**src/rtl/or_reduce_sequencer.sv**
```systemverilog
// Serial OR reducer: folds NUM_OPS operands through one 2-input OR stage.
// Result is registered one cycle after the last operand and held until consumed.
module or_reduce_sequencer #(
  parameter  int WIDTH   = 8,
  parameter  int NUM_OPS = 4,
  localparam int CNT_W   = $clog2(NUM_OPS + 1)
) (
  input  logic             clk,
  input  logic             rst,
  input  logic             clear,
  input  logic             in_valid,
  output logic             in_ready,
  input  logic [WIDTH-1:0] in_data,
  output logic             out_valid,
  input  logic             out_ready,
  output logic [WIDTH-1:0] out_data,
  output logic             busy,
  output logic [CNT_W-1:0] op_count
);

  generate
    if (NUM_OPS < 2) begin : g_bad_num_ops
      $error("or_reduce_sequencer: NUM_OPS must be >= 2");
    end
  endgenerate

  localparam logic [1:0] IDLE  = 2'b00;
  localparam logic [1:0] ACCUM = 2'b01;
  localparam logic [1:0] HOLD  = 2'b10;

  localparam logic [CNT_W-1:0] LAST_IDX = CNT_W'(NUM_OPS - 1);

  logic [1:0]       state_q,     state_d;
  logic [WIDTH-1:0] acc_q,       acc_d;
  logic [CNT_W-1:0] cnt_q,       cnt_d;
  logic             out_valid_q, out_valid_d;
  logic [WIDTH-1:0] out_data_q,  out_data_d;
  logic             in_fire;

  // clear blocks acceptance so an abort cycle can never also start a reduction
  assign in_ready = !clear && (state_q != HOLD);
  assign in_fire  = in_valid && in_ready;

  always_comb begin
    state_d     = state_q;
    acc_d       = acc_q;
    cnt_d       = cnt_q;
    out_valid_d = out_valid_q;
    out_data_d  = out_data_q;
    if (clear) begin
      state_d     = IDLE;
      acc_d       = '0;
      cnt_d       = '0;
      out_valid_d = 1'b0;
    end else begin
      case (state_q)
        IDLE: begin
          if (in_fire) begin
            acc_d   = in_data;
            cnt_d   = CNT_W'(1);
            state_d = ACCUM;
          end
        end
        ACCUM: begin
          if (in_fire) begin
            acc_d = acc_q | in_data;
            cnt_d = cnt_q + CNT_W'(1);
            if (cnt_q == LAST_IDX) begin
              state_d     = HOLD;
              out_valid_d = 1'b1;
              out_data_d  = acc_q | in_data;
            end
          end
        end
        HOLD: begin
          if (out_ready) begin
            state_d     = IDLE;
            cnt_d       = '0;
            out_valid_d = 1'b0;
          end
        end
        default: begin
          state_d     = IDLE;
          acc_d       = '0;
          cnt_d       = '0;
          out_valid_d = 1'b0;
        end
      endcase
    end
  end

  always_ff @(posedge clk or posedge rst) begin
    if (rst) begin
      state_q     <= IDLE;
      acc_q       <= '0;
      cnt_q       <= '0;
      out_valid_q <= 1'b0;
      out_data_q  <= '0;
    end else begin
      state_q     <= state_d;
      acc_q       <= acc_d;
      cnt_q       <= cnt_d;
      out_valid_q <= out_valid_d;
      out_data_q  <= out_data_d;
    end
  end

  assign out_valid = out_valid_q;
  assign out_data  = out_data_q;
  assign busy      = (state_q != IDLE);
  assign op_count  = cnt_q;

endmodule

```
**config.mk**
```make
export PLATFORM = sky130hd
export DESIGN_NAME = or_reduce_sequencer
export DESIGN_NICKNAME = d
export VERILOG_FILES = /design/src/rtl/or_reduce_sequencer.sv
export SDC_FILE = /design/constraint.sdc
export NUM_CORES = 1
export LEC_CHECK = 0
export ABC_AREA = 1
export CAP_MARGIN = 15
export CORE_UTILIZATION = 50
export CTS_CLUSTER_DIAMETER = 200
export DETAILED_ROUTE_END_ITERATION = 12
export PLACE_DENSITY = 0.85
export SLEW_MARGIN = 20
export SYNTH_ARGS = -nofsm -noshare
export SYNTH_HDL_FRONTEND = slang
export SYNTH_SLANG_ARGS = --single-unit
```
**constraint.sdc**
```tcl
create_clock -name clk -period 2.4 [get_ports clk]
set_clock_uncertainty 0.1 [all_clocks]
set_input_delay 0.48 -clock clk [delete_from_list [all_inputs] [get_ports clk]]
set_output_delay 0.48 -clock clk [all_outputs]
set_load 0.02 [all_outputs]
```
==> run_results.csv <==
group,metric,value,unit
run_status,run_status,"completed",
clocking,cts_tree,"built",
logic_synthesis,yosysUniqueCellTypes,19,
clocking,cts_hold_buf,0,
final_layout,nets,160,
power,intPower,643,uW
logic_synthesis,syn-cell-area,996,um2
floorplan,die_w,46.6,um
worst_setup_path,start_kind,"register",
clocking,cts-buffers-inserted,3,
power,ir_worst_vdd,488,uV
floorplan,die_h,46.6,um
power,p_switching,217,uW
route,drc,0,
place,place_area,1290,um2
global_routing,grt-ovfl-total,0,
timing,min_period,2.20,ns
final_layout,final_util,74.6,%
clocking,cts_root_buf,"clkbuf_4",
logic_synthesis,syn_inst,113,
clocking,post_cts_buffers,0,
min_path,worstHoldPathType,"reg -> reg",
place,port_buffers,26,
logic_synthesis,ys_warn_count,0,
timing,finalMaxSlewViolations,0,
worst_setup_path,timing.rr.end,"out_data[3]",
place,placed_cells,165,
route,dr.pass1.iters,4,
run,timing.max_cap.violations,0,
final_layout,layout-drive-gt1-share,11.1,%
power,power_leakage,0.000673,uW
floorplan,ios,27,
worst_setup_path,crit_type,"reg -> out",
timing,finalSetupTns,0,ns
final_layout,area_delta_synth_final,34.9,%
clocking,clk_latency,0.31,ns
worst_setup_path,cp.arrival,1.62,ns
power,combPwrFrac,18.1,%
global_routing,antenna_found_initial,0,
global_routing,grt_usage,23.4,%
logic_synthesis,synth_nets,128,
timing,rsz0062_at_grt,"no",
floorplan,rows,15,
final_layout,postLayoutCellArea,1340,um2
route,viasPerCell,5.09,
timing,fmax,454,MHz
global_routing,grt_start_max_net_pins,23,
global_routing,grt_pass1_vias,839,
timing,setup_viol,0,
route,drt-initial-drc-count,11,
logic_synthesis,ys_ff_latch,22,
global_routing,grt_pass1_wl,3530,um
clocking,cts_max_level,1,
timing,relSlewSlack,75.8,%
clocking,clock-sinks,22,
timing,fin_crit_sh,91.8,%
power,seqPwrFrac,48.7,%
route,route.vias.total,861,
worst_setup_path,rrSetupSlack,0.86,ns
route,ant_nets,0,
place,gp_congestion,0.810,
power,power_density,640,nW/um2
timing,worst_slew_pin_slew,0.362,ns
power,clock_power_share,33.2,%
worst_setup_path,r2r_start,"op_count[0]",
final_layout,finalNonFillerCells,169,
worst_setup_path,critPathRequiredTime,1.82,ns
route,drt-total-wl,2140,um
logic_synthesis,synth.avg_cell_area,8.81,um2
floorplan,coreArea,1800,um2
timing,hold_violations,0,
worst_setup_path,endpoint,"in_ready",
power,p_sw_share,25.3,%
final_layout,diodes,0,
min_path,holdCritStartpoint,"out_data[2]",
floorplan,initial_core_util,55.3,%
clocking,clk_pin_slew_worst_paths,0.13,ns
floorplan,dieArea,2170,um2
worst_setup_path,crit_path_start,"state_q[0]",
clocking,cts_resized,0,
clocking,cts_buffer_depth,2,
place,hpwl,1510,um
route,wl_per_cell,12.7,um
worst_setup_path,cp-end-kind,"primary output",
worst_setup_path,worstPathMaxFanout,7,
logic_synthesis,synth.yosys.seq_area_share,55.3,%
worst_setup_path,reg2reg_depth,7,
## sequential cells by signal, summed over array words and instances (netlist names)
signal,flops
acc_q,8
out_valid,1
op_count,3
out_data,8
state_q,2
## power groups by stage
stage | Sequential, uW | Clock [uW] | Combinational [uW]
floorplan | 445 | 0 | 58.1
global placement | 425 | 0 | 153
detailed placement | 426 | 0 | 156
CTS | 419 | 292 | 158
global route | 423 | 304 | 173
finish | 419 | 285 | 156
## metal layers
metal / global-route usage (%) / wire (um)
met5: 0 / 0
met1: 30.2 / 932
met4: 8.57 / 23
met2: 38.6 / 1100
met3: 4.71 / 91
## worst min-delay path by stage
stage | depth (start not counted) | end | slack [ns]
floorplan | 2 | acc_q[7] | 0.35
global placement | 2 | out_data[1] | 0.35
detailed placement | 2 | out_data[2] | 0.36
CTS | 2 | out_data[0] | 0.39
global route | 3 | out_data[7] | 0.41
finish | 2 | out_data[2] | 0.38
## kinds of logic after synthesis
kind of cell | synth area share (%)
buffers and inverters | 4.90
adder cells (fa/ha/maj) | 2.51
flip-flops | 55.3
AND/OR/NAND/NOR | 26.5
AO/OA/AOI/OAI | 10.8
## through the flow
step | hold slack (ns) | worst slack (ns) | power (uW)
global placement | 0.352 | 0.223 | 577
detailed placement | 0.357 | 0.213 | 582
floorplan | 0.346 | 0.962 | 503
CTS | 0.388 | 0.190 | 869
global route | 0.409 | 0.112 | 900
finish | 0.384 | 0.196 | 860
## cell usage in the layout (no fill, tap or decap), drive strengths merged
| cell type | Yosys | layout |
|---|---|---|
| inv | 8 | 8 |
| o21ai | 18 | 18 |
| clkdlybuf4s50 | 0 | 26 |
| dfrtp | 22 | 22 |
| nor2 | 5 | 5 |
| buf | 1 | 3 |
| nand2 | 40 | 40 |
| nand3b | 1 | 1 |
| nand3 | 10 | 10 |
| ha | 2 | 2 |
| a21oi | 2 | 2 |
| clkbuf | 1 | 3 |
| bufinv | 0 | 1 |
| or2 | 2 | 2 |
| o211ai | 1 | 1 |
## cells in the mapped netlist
master	n	share of area, %
o21ai_0	15	7.5
buf_2	1	0.50
dfrtp_1	22	55
nor2_4	2	2.3
inv_1	6	2.3
ha_1	2	2.5
or2_1	1	0.63
nor2_2	1	0.63
clkbuf_8	1	1.4
o211ai_1	1	0.75
nand3_1	10	5.0
a21oi_1	2	1.0
nand2_2	3	1.9
o21ai_1	3	1.5
nand3b_1	1	0.75
nor2_1	2	0.75
inv_2	2	0.75
or2_2	1	0.63
nand2_1	37	14
## worst max-delay path, cell delays in order, from the launching register on
cell	delay, ns
dfrtp_1	0.52
nor2_2	0.10
nor2_1	0.09
clkdlybuf4s50_1	0.60
## cell type report
type | instances | area, um2
timing repair buffer | 29 | 283
clock buffer | 3 | 22.5
inverter | 8 | 30.0
clock inverter | 1 | 30.0
multi-input combinational | 81 | 397
sequential | 22 | 551
fill | 143 | 458
tap | 25 | 31.3
Power figures use the tool's default switching activity.
